## config.mk

```make
export PLATFORM = sky130hd
export DESIGN_NAME = mem_access_unit
export DESIGN_NICKNAME = d
export VERILOG_FILES = /design/src/rtl/mips_mem_pkg.sv /design/src/rtl/mem_lane_merge.sv /design/src/rtl/mem_access_unit.sv
export SDC_FILE = /design/constraint.sdc
export NUM_CORES = 1
export LEC_CHECK = 0
export CAP_MARGIN = 20
export CORE_MARGIN = 4
export CORE_UTILIZATION = 40
export CTS_BUF_LIST = sky130_fd_sc_hd__clkbuf_16
export DETAILED_ROUTE_END_ITERATION = 16
export HOLD_SLACK_MARGIN = 0.12
export PLACE_DENSITY = 0.69
export SYNTH_ARGS = -nofsm -noshare
export SYNTH_HDL_FRONTEND = slang
export SYNTH_SLANG_ARGS = --single-unit
```

## constraint.sdc

```tcl
create_clock -name clk -period 7.6 [get_ports clk]
set_input_delay 1.9 -clock clk [delete_from_list [all_inputs] [get_ports clk]]
set_output_delay 1.9 -clock clk [all_outputs]
set_load 0.02 [all_outputs]
```

## src/rtl/mips_mem_pkg.sv

```systemverilog
// Shared encodings for the MIPS load/store path: opcodes, FSM states and lane sizes.
package mips_mem_pkg;

    localparam logic [2:0] OP_B  = 3'b000;
    localparam logic [2:0] OP_H  = 3'b001;
    localparam logic [2:0] OP_W  = 3'b011;
    localparam logic [2:0] OP_BU = 3'b100;
    localparam logic [2:0] OP_HU = 3'b101;

    localparam logic [2:0] ST_IDLE   = 3'd0;
    localparam logic [2:0] ST_RD     = 3'd1;
    localparam logic [2:0] ST_RMW_RD = 3'd2;
    localparam logic [2:0] ST_WR     = 3'd3;
    localparam logic [2:0] ST_RESP   = 3'd4;

    localparam logic [1:0] LANE_BYTE = 2'd0;
    localparam logic [1:0] LANE_HALF = 2'd1;
    localparam logic [1:0] LANE_WORD = 2'd2;
    localparam logic [1:0] LANE_NONE = 2'd3;

    function automatic logic [1:0] op_lane(input logic [2:0] op);
        case (op)
            OP_B, OP_BU: op_lane = LANE_BYTE;
            OP_H, OP_HU: op_lane = LANE_HALF;
            OP_W:        op_lane = LANE_WORD;
            default:     op_lane = LANE_NONE;
        endcase
    endfunction

endpackage

```

## src/rtl/mem_lane_merge.sv

```systemverilog
// Big-endian byte/half lane handling: extract+extend for loads, insert for sub-word stores.
module mem_lane_merge
    import mips_mem_pkg::*;
(
    input  logic [2:0]  op,
    input  logic [1:0]  offset,
    input  logic [31:0] word,
    input  logic [31:0] ins_data,
    output logic [31:0] ext_data,
    output logic [31:0] merged
);

    logic [4:0]  byte_sh;
    logic [4:0]  half_sh;
    logic [7:0]  lane_b;
    logic [15:0] lane_h;
    logic        sign_ext;

    always_comb begin
        // Offset 0 is the most significant lane, so shift = (3 - offset) * 8.
        byte_sh  = {~offset, 3'b000};
        half_sh  = {~offset[1], 4'b0000};
        lane_b   = 8'(word >> byte_sh);
        lane_h   = 16'(word >> half_sh);
        sign_ext = ~op[2];
        ext_data = word;
        merged   = ins_data;
        case (op_lane(op))
            LANE_BYTE: begin
                ext_data = {{24{sign_ext & lane_b[7]}}, lane_b};
                merged   = (word & ~(32'h0000_00ff << byte_sh))
                         | ({24'd0, ins_data[7:0]} << byte_sh);
            end
            LANE_HALF: begin
                ext_data = {{16{sign_ext & lane_h[15]}}, lane_h};
                merged   = (word & ~(32'h0000_ffff << half_sh))
                         | ({16'd0, ins_data[15:0]} << half_sh);
            end
            default: begin
                ext_data = word;
                merged   = ins_data;
            end
        endcase
    end

endmodule

```

## src/rtl/mem_access_unit.sv

```systemverilog
// Load/store engine in front of a word-only data_mem; sub-word stores go through read-modify-write.
module mem_access_unit
    import mips_mem_pkg::*;
#(
    parameter int unsigned AW = 8
) (
    input  logic          clk,
    input  logic          rst,
    input  logic          clk_enable,
    input  logic          req_valid,
    output logic          req_ready,
    input  logic          req_store,
    input  logic [2:0]    req_op,
    input  logic [31:0]   req_addr,
    input  logic [31:0]   req_wdata,
    output logic          resp_valid,
    output logic [31:0]   resp_rdata,
    output logic          resp_addr_error,
    output logic [AW-1:0] mem_r_address,
    output logic [AW-1:0] mem_w_address,
    output logic [31:0]   mem_w_data,
    output logic          mem_w_enable,
    input  logic [31:0]   mem_r_data
);

    logic [2:0]    state_q, state_d;
    logic          store_q;
    logic [2:0]    op_q;
    logic [AW+1:0] addr_q;
    logic [31:0]   wdata_q;
    logic [31:0]   merge_q;
    logic [31:0]   rdata_q;
    logic          err_q;

    logic [1:0]    req_lane;
    logic          req_err;
    logic [31:0]   lane_word;
    logic [31:0]   lane_ext;
    logic [31:0]   lane_merged;

    // Undefined opcodes are rejected like misaligned accesses rather than guessed at.
    always_comb begin
        req_lane = op_lane(req_op);
        req_err  = ((req_addr >> (AW + 2)) != 32'd0)
                || (req_lane == LANE_NONE)
                || (req_lane == LANE_HALF && req_addr[0])
                || (req_lane == LANE_WORD && req_addr[1:0] != 2'b00)
                || (req_store && req_op[2]);
    end

    // One lane unit serves both paths: RD extracts from memory, WR merges into the captured word.
    assign lane_word = (state_q == ST_WR) ? merge_q : mem_r_data;

    mem_lane_merge u_lane (
        .op       (op_q),
        .offset   (addr_q[1:0]),
        .word     (lane_word),
        .ins_data (wdata_q),
        .ext_data (lane_ext),
        .merged   (lane_merged)
    );

    always_comb begin
        state_d = state_q;
        unique case (state_q)
            ST_IDLE: begin
                if (req_valid) begin
                    if (req_err)                      state_d = ST_RESP;
                    else if (!req_store)              state_d = ST_RD;
                    else if (req_lane == LANE_WORD)   state_d = ST_WR;
                    else                              state_d = ST_RMW_RD;
                end
            end
            ST_RD:     state_d = ST_RESP;
            ST_RMW_RD: state_d = ST_WR;
            ST_WR:     state_d = ST_RESP;
            ST_RESP:   state_d = ST_IDLE;
            default:   state_d = ST_IDLE;
        endcase
    end

    always_ff @(posedge clk or posedge rst) begin
        if (rst) begin
            state_q <= ST_IDLE;
            store_q <= 1'b0;
            op_q    <= 3'd0;
            addr_q  <= '0;
            wdata_q <= 32'd0;
            merge_q <= 32'd0;
            rdata_q <= 32'd0;
            err_q   <= 1'b0;
        end else if (clk_enable) begin
            state_q <= state_d;
            unique case (state_q)
                ST_IDLE: begin
                    if (req_valid) begin
                        store_q <= req_store;
                        op_q    <= req_op;
                        addr_q  <= req_addr[AW+1:0];
                        wdata_q <= req_wdata;
                        err_q   <= req_err;
                        if (req_err) rdata_q <= 32'd0;
                    end
                end
                ST_RD:     rdata_q <= lane_ext;
                ST_RMW_RD: merge_q <= mem_r_data;
                default: ;
            endcase
        end
    end

    always_comb begin
        req_ready       = (state_q == ST_IDLE);
        resp_valid      = (state_q == ST_RESP);
        resp_rdata      = rdata_q;
        resp_addr_error = err_q;
        mem_r_address   = addr_q[AW+1:2];
        mem_w_address   = addr_q[AW+1:2];
        mem_w_enable    = (state_q == ST_WR) && store_q;
        mem_w_data      = 32'd0;
        if (mem_w_enable) begin
            mem_w_data = (op_lane(op_q) == LANE_WORD) ? wdata_q : lane_merged;
        end
    end

endmodule

```

==> results of run 1 <==
final cells by class:
type / instances / area (um2)
Timing Repair Buffer: 195 / 1940
Clock inverter: 14 / 171
Multi-Input combinational cell: 411 / 3210
Clock buffer: 17 / 425
Sequential cell: 114 / 2850
Tap cell: 216 / 270
Inverter: 20 / 77.6
Fill cell: 1376 / 6940
cell usage after synthesis, drive strengths merged, types with 3 or more instances:
master	n
nand2b	3
o22ai	23
o211ai	8
nor2	19
buf	36
inv	20
nor2b	7
mux2i	43
a221o	7
nand3	5
a22oi	8
a211o	16
clkbuf	29
a221oi	9
nand2	71
a21o	8
o21ai	15
o2bb2ai	7
nor4	7
a32o	3
a21oi	41
dfrtp	114
mux2	81
nor3b	3
mux4	9
power groups by stage:
| stage | registers (uW) | logic [uW] | clock network, uW |
|---|---|---|---|
| after floorplan | 706 | 336 | 0 |
| after global placement | 735 | 455 | 0 |
| after detailed placement | 739 | 465 | 0 |
| after CTS | 729 | 467 | 831 |
| after global routing | 736 | 511 | 866 |
| final | 732 | 471 | 822 |
worst reg2reg max path, stage by stage, from the launching register on:
cell      delay [ns]
dfrtp_1         0.52
nand3b_4        0.63
mux4_2          0.86
a221oi_4        0.52
a221oi_1        0.20
a21o_1          0.21
registers in the layout (all words and copies together), names as in the netlist:
name             count
store_q              1
resp_rdata          32
op_q                 3
resp_addr_error      1
merge_q             32
wdata_q             32
addr_q              10
state_q              3
layer usage:
layer	global-route usage, %	vias to the layer above
li1	-	2521
met1	29.9	2826
met2	35.4	293
met3	6.98	48
met4	7.61	0
met5	0	-
per-stage QoR:
stage	power, uW	util, %	area (um2)	setup WS, ns
final	2030	56.3	8950	1.78
after global routing	2110	56.3	8950	1.69
after CTS	2030	56.3	8940	1.79
after detailed placement	1200	52.5	8340	1.80
after global placement	1190	52.4	8330	1.82
after floorplan	1040	-	6470	2.68
cells in the final DEF (no fill, tap or decap), drive strengths merged, types with 4 or more instances in the layout:
master / count
a211o: 16
a21o: 8
a21oi: 41
a221o: 7
a221oi: 9
a22oi: 8
buf: 8
bufinv: 4
clkbuf: 17
clkdlybuf4s50: 187
clkinv: 8
dfrtp: 114
inv: 21
mux2: 81
mux2i: 43
mux4: 9
nand2: 71
nand3: 5
nor2: 19
nor2b: 7
nor4: 7
o211ai: 8
o21ai: 15
o22ai: 23
o2bb2ai: 7
logic make-up after synthesis:
| family | count (synthesis) | synth area share (%) |
|---|---|---|
| buffers and inverters | 85 | 6.40 |
| and+or+nand+nor | 127 | 9.24 |
| muxes | 133 | 24.1 |
| AOI/OAI and AO/OA | 151 | 16.2 |
| DFF | 114 | 44.1 |
worst paths after layout:
| check | startpoint | end | slack [ns] |
|---|---|---|---|
| hold reg to reg | resp_rdata[12] | resp_rdata[12] | 0.47 |
| setup reg to reg | state_q[1] | resp_rdata[9] | 4.56 |
| min in group asynchronous | rst | addr_q[7] | 2.01 |
| max in group asynchronous | rst | wdata_q[15] | 4.48 |
| setup / recovery | mem_r_data[8] | mem_w_data[8] | 1.78 |
| hold / removal | resp_rdata[12] | resp_rdata[12] | 0.47 |
==> summary.md, run 1 <==
| Metric | Value |
|---|---|
| Run status | finished, final reports clean |
| M1 WL | 8510 um |
| Post-DRT Antenna Nets | 0 |
| Critical path arrival | 3.92 ns |
| Die Y | 135 um |
| Synth Warn # | 0 |
| Slowest cell on crit path | clkdlybuf4s50_1 |
| Cell taking the most area after synthesis | dfrtp_1 |
| Clock tree buffer depth | 2 |
| Worst-path clk slew | 0.05 ns |
| Placer Congestion | 0.894 |
| Pint | 1420 uW |
| Post-DP HPWL | 14800 um |
| Worst Reg-to-Reg Cells | 5 |
| Synth Flop Type | dfrtp_1 |
| Sink Count | 114 |
| Wirelength, routed | 20500 um |
| Maximum number of pins on one net before global-route repair | 73 |
| 1st-iter DRT viols | 588 |
| Root buffer cell | clkbuf_16 |
| Combinational power share | 23.3% |
| Vias after detailed routing | 5688 |
| Pwr Density | 226 nW/um2 |
| Final-report setup violation count | 0 |
| Starting density of the core | 40.8% |
| Type of the worst setup path | in2out |
| Clock power share | 40.6% |
| Final Hold Viols | 0 |
| Top Metal Used | met4 |
| Total iterations of the first detailed-routing run | 5 |
| CP most frequent cell | clkdlybuf4s50_1 |
| Buffers plus inverters on the worst setup path | 2 |
| Final routed DRC violation total | 0 |
| Post-synth EDFFs | 0 |
| Vias in the first global route | 5742 |
| Switch Pwr | 605 uW |
| RSZ-0062 raised after global routing | no |
| Hold-fix buffers, CTS | 0 |
| Post-Synthesis Cell Area | 6470 um2 |
| Fin crit period | 5.82 ns |
| Antenna diode count | 0 |
| Worst Skew | 0.00729 ns |
| Synth area leaders | dfrtp_1 (44%), mux2_2 (14%), mux2i_1 (6.5%) |
| Fin cells | 987 |
| Core ar. | 15900 um2 |
| Fin crit share | 76.6% |
| Switch share | 29.9% |
| Maxcap violations | 0 |
| Clock H-tree levels | 4 |
| Placement row count | 46 |
| Synth unique cells | 45 |
| Part of the power in registers | 36.1% |
| Layout overhead on the synthesized area | 38.2% |
| Crit-path max FO | 4 |
| Crit. End Element | output port |
| Nets | 863 |
| Detailed-route wire length per cell | 20.8 um |
| Final TNS setup | 0 ns |
| Synth Instances | 610 |
| DR WL met2 | 9620 um |
| Worst min-delay path class | reg2reg |
| Num CTS Buffers | 17 |
| Mapped Nets | 714 |
| First-pass GRT wire length | 31900 um |
| Post-synthesis sequential area ratio | 44.1% |
| Num ports | 188 |
| Hold Path Depth | 1 |
| Aggregate global-route resource usage | 22.6% |
| Worst-Margin Slew | 0.974 ns |
| CP Cell Sequence | clkdlybuf4s50_1 -> mux2i_1 -> mux2_2 -> o22ai_1 -> a32o_1 -> clkdlybuf4s50_1 |
| WL met3 | 1810 um |
| Max-slew violation count | 0 |
| Initial antenna violation count | 0 |
| Leakage power | 0.00421 uW |
| Dpl cells | 955 |
| Peak VDD IR | 0.000154 V |
| Post-CTS Resized | 0 |
| Family with the most delay on the worst path | buffers and inverters |
| Area share of the largest cell type after synthesis | 44.1% |
| Share of cells above drive strength 1 | 17.3% |
| GRT overflow | 0 |
| Peak Freq | 172 MHz |
| Kind of start point of the critical path | primary input |
| # Post-CTS Setup Buffers | 0 |
| DR vias/cell | 5.76 |
| Yosys reg bits | 114 |
| Final hold slack | 0.474 ns |
| Critical path depth | 6 |
| Die width | 135 um |
| CTS tree | yes |
| Critical path data required time | 5.70 ns |
| CP max stage delay | 0.64 ns |
| Async SR Flop Fraction | 100% |
| Clk Latency, worst-skew pair | 0.42 ns |
| Synthesized area per cell | 10.6 um2 |
| Die area | 18300 um2 |
| Port bufs | 187 |
| Slew HR | 35.0% |
Note: power is estimated with default switching activity, not from simulation.
==> inputs of run 2 (changes only) <==
- clock period: 7.6 -> 5.6 ns (I/O delays scaled with it)
==> summary.md, run 2 (same netlist as run 1, synthesis figures left out) <==
| Metric | Value |
|---|---|
| WL met3 | 1710 um (-5.6%) |
| Initial antenna violation count | 0 (unchanged) |
| CP most frequent cell | inv_1 |
| Peak Freq | 206 MHz |
| Type of the worst setup path | reg2out |
| Fin cells | 993 (+0.61%) |
| Sink Count | 114 (unchanged) |
| Worst-Margin Slew | 0.962 ns (-0.0123 ns) |
| Num ports | 188 (unchanged) |
| 1st-iter DRT viols | 580 (-1.4%) |
| Die Y | 135 um (unchanged) |
| Share of cells above drive strength 1 | 18.1% (+0.90 points) |
| DR WL met2 | 9620 um (about the same) |
| CTS tree | yes |
| Dpl cells | 960 (+0.52%) |
| Clock tree buffer depth | 2 (unchanged) |
| # Post-CTS Setup Buffers | 0 (unchanged) |
| Num CTS Buffers | 17 (unchanged) |
| Critical path data required time | 4.20 ns (-1.50 ns) |
| Die area | 18300 um2 (unchanged) |
| Post-DRT Antenna Nets | 0 (unchanged) |
| Post-DP HPWL | 15100 um (+2.1%) |
| Fillcell total | 1368 (-0.58%) |
| Switch Pwr | 832 uW (+38%) |
| Fin crit share | 86.7% |
| Critical path arrival | 3.46 ns (-0.46 ns) |
| Slew HR | 35.9% (+0.82 points) |
| Clk Latency, worst-skew pair | 0.42 ns (about the same) |
| Hold Path Depth | 1 (unchanged) |
| Starting density of the core | 40.8% (unchanged) |
| Leakage power | 0.00424 uW (+0.77%) |
| First-pass GRT wire length | 31200 um (-2.2%) |
| Worst-path clk slew | 0.05 ns (about the same) |
| Clock power share | 42.0% (+1.4 points) |
| WHS Endpoint | resp_rdata[12] |
| Run status | finished, final reports clean |
| CP Cell Sequence | inv_1 -> nor3b_1 -> nand2_1 -> inv_1 -> o21ai_0 -> a21oi_1 -> clkdlybuf4s50_1 |
| Maxcap violations | 0 (unchanged) |
| Placement row count | 46 (unchanged) |
| Worst Reg-to-Reg Cells | 5 (unchanged) |
| Hold-fix buffers, CTS | 0 (unchanged) |
| Crit-path max FO | 19 (+15) |
| Combinational power share | 21.9% (-1.4 points) |
| Worst min-delay path class | reg2reg |
| DR vias/cell | 5.69 (-1.3%) |
| Layout overhead on the synthesized area | 39.4% |
| Reg-to-reg slack, setup | 2.80 ns (-1.76 ns) |
| Antenna diode count | 0 (unchanged) |
| Hold path startpoint | resp_rdata[12] |
| Family with the most delay on the worst path | buffers and inverters |
| Pwr Density | 312 nW/um2 (+38%) |
| Aggregate global-route resource usage | 22.2% (-0.42 points) |
| Wirelength, routed | 20400 um (-0.26%) |
| Nets | 868 (+0.58%) |
| Most common cell after layout, fill and taps aside | clkdlybuf4s50_1 |
| Core ar. | 15900 um2 (unchanged) |
| Reg2reg end | resp_rdata[11] |
| Port bufs | 187 (unchanged) |
| Post-CTS Resized | 0 (unchanged) |
| Pint | 1980 uW (+40%) |
| Launch point of the worst reg-to-reg path | addr_q[1] |
| Placer Congestion | 0.882 (-1.3%) |
| Kind of start point of the critical path | register |
| Final routed DRC violation total | 0 (unchanged) |
| Max-slew violation count | 0 (unchanged) |
| Slowest cell on crit path | clkdlybuf4s50_1 |
| RSZ-0062 raised after global routing | no |
| CP max stage delay | 0.66 ns (+0.02 ns) |
| Die width | 135 um (unchanged) |
| Final Hold Viols | 0 (unchanged) |
| Buffers plus inverters on the worst setup path | 3 (+1) |
| Commonest cells after routing, fill and taps aside | clkdlybuf4s50_1 (187), dfrtp_1 (114), mux2_2 (81) |
| Part of the power in registers | 36.1% (about the same) |
| Final TNS setup | 0 ns (unchanged) |
| Fin crit period | 4.86 ns |
| GRT overflow | 0 (unchanged) |
| Root buffer cell | clkbuf_16 |
| Final-report setup violation count | 0 (unchanged) |
| Vias in the first global route | 5615 (-2.2%) |
| Clock H-tree levels | 4 (unchanged) |
| Total iterations of the first detailed-routing run | 5 (unchanged) |
| Maximum number of pins on one net before global-route repair | 49 (-33%) |
| Detailed-route wire length per cell | 20.6 um (-0.87%) |
| Vias after detailed routing | 5651 (-0.65%) |
| Switch share | 29.5% (-0.32 points) |
| Top Metal Used | met4 |
| Peak VDD IR | 0.000199 V (+29%) |
| Crit. End Element | output port |
| M1 WL | 8490 um (-0.28%) |
| Worst Skew | 0.00545 ns (-0.00184 ns) |
## run 2: through the flow
| step | total power [uW] | setup WS [ns] | instance area [um2] | hold slack, ns | util (%) |
|---|---|---|---|---|---|
| floorplan | 1410 | 1.18 | 6470 | 0.477 | - |
| global placement | 1620 | 0.803 | 8370 | 0.463 | 52.7 |
| detailed placement | 1630 | 0.821 | 8370 | 0.468 | 52.7 |
| CTS | 2820 | 0.757 | 9010 | 0.481 | 56.7 |
| global route | 2930 | 0.449 | 9020 | 0.492 | 56.8 |
| finish | 2820 | 0.745 | 9020 | 0.479 | 56.8 |
## run 2: layout make-up
type,instances,area (um2),area share [%]
Tap cell,216,270,3.00
Multi-Input combinational cell,411,3210,35.6
Sequential cell,114,2850,31.6
Inverter,20,77.6,0.860
Clock inverter,15,214,2.37
Timing Repair Buffer,200,1970,21.8
Clock buffer,17,425,4.72
## run 2: power by group through the flow
| stage | registers, uW | logic, uW | clock network, uW |
|---|---|---|---|
| after floorplan | 958 | 455 | 0 |
| after detailed placement | 1030 | 607 | 0 |
| after global placement | 1020 | 596 | 0 |
| after global routing | 1030 | 666 | 1240 |
| after CTS | 1010 | 611 | 1200 |
| final | 1020 | 616 | 1180 |
## run 2: routing by layer
layer | vias to the layer above | GRT usage (%)
met5 | - | 0
met4 | 0 | 7.84
met3 | 49 | 5.20
met2 | 287 | 35.0
met1 | 2784 | 30.1
li1 | 2531 | -
## run 2: how the worst max path moves through the flow
stage                  startpoint              to  slack [ns]  cells after the start
finish                 state_q[0]  mem_w_data[10]        0.74                      7
global route           state_q[0]  mem_w_data[10]        0.45                      7
CTS                     addr_q[0]  mem_w_data[28]        0.76                      6
detailed placement  mem_r_data[8]   mem_w_data[8]        0.82                      7
global placement    mem_r_data[8]   mem_w_data[8]        0.80                      7
floorplan                     rst       addr_q[0]        1.18                      1
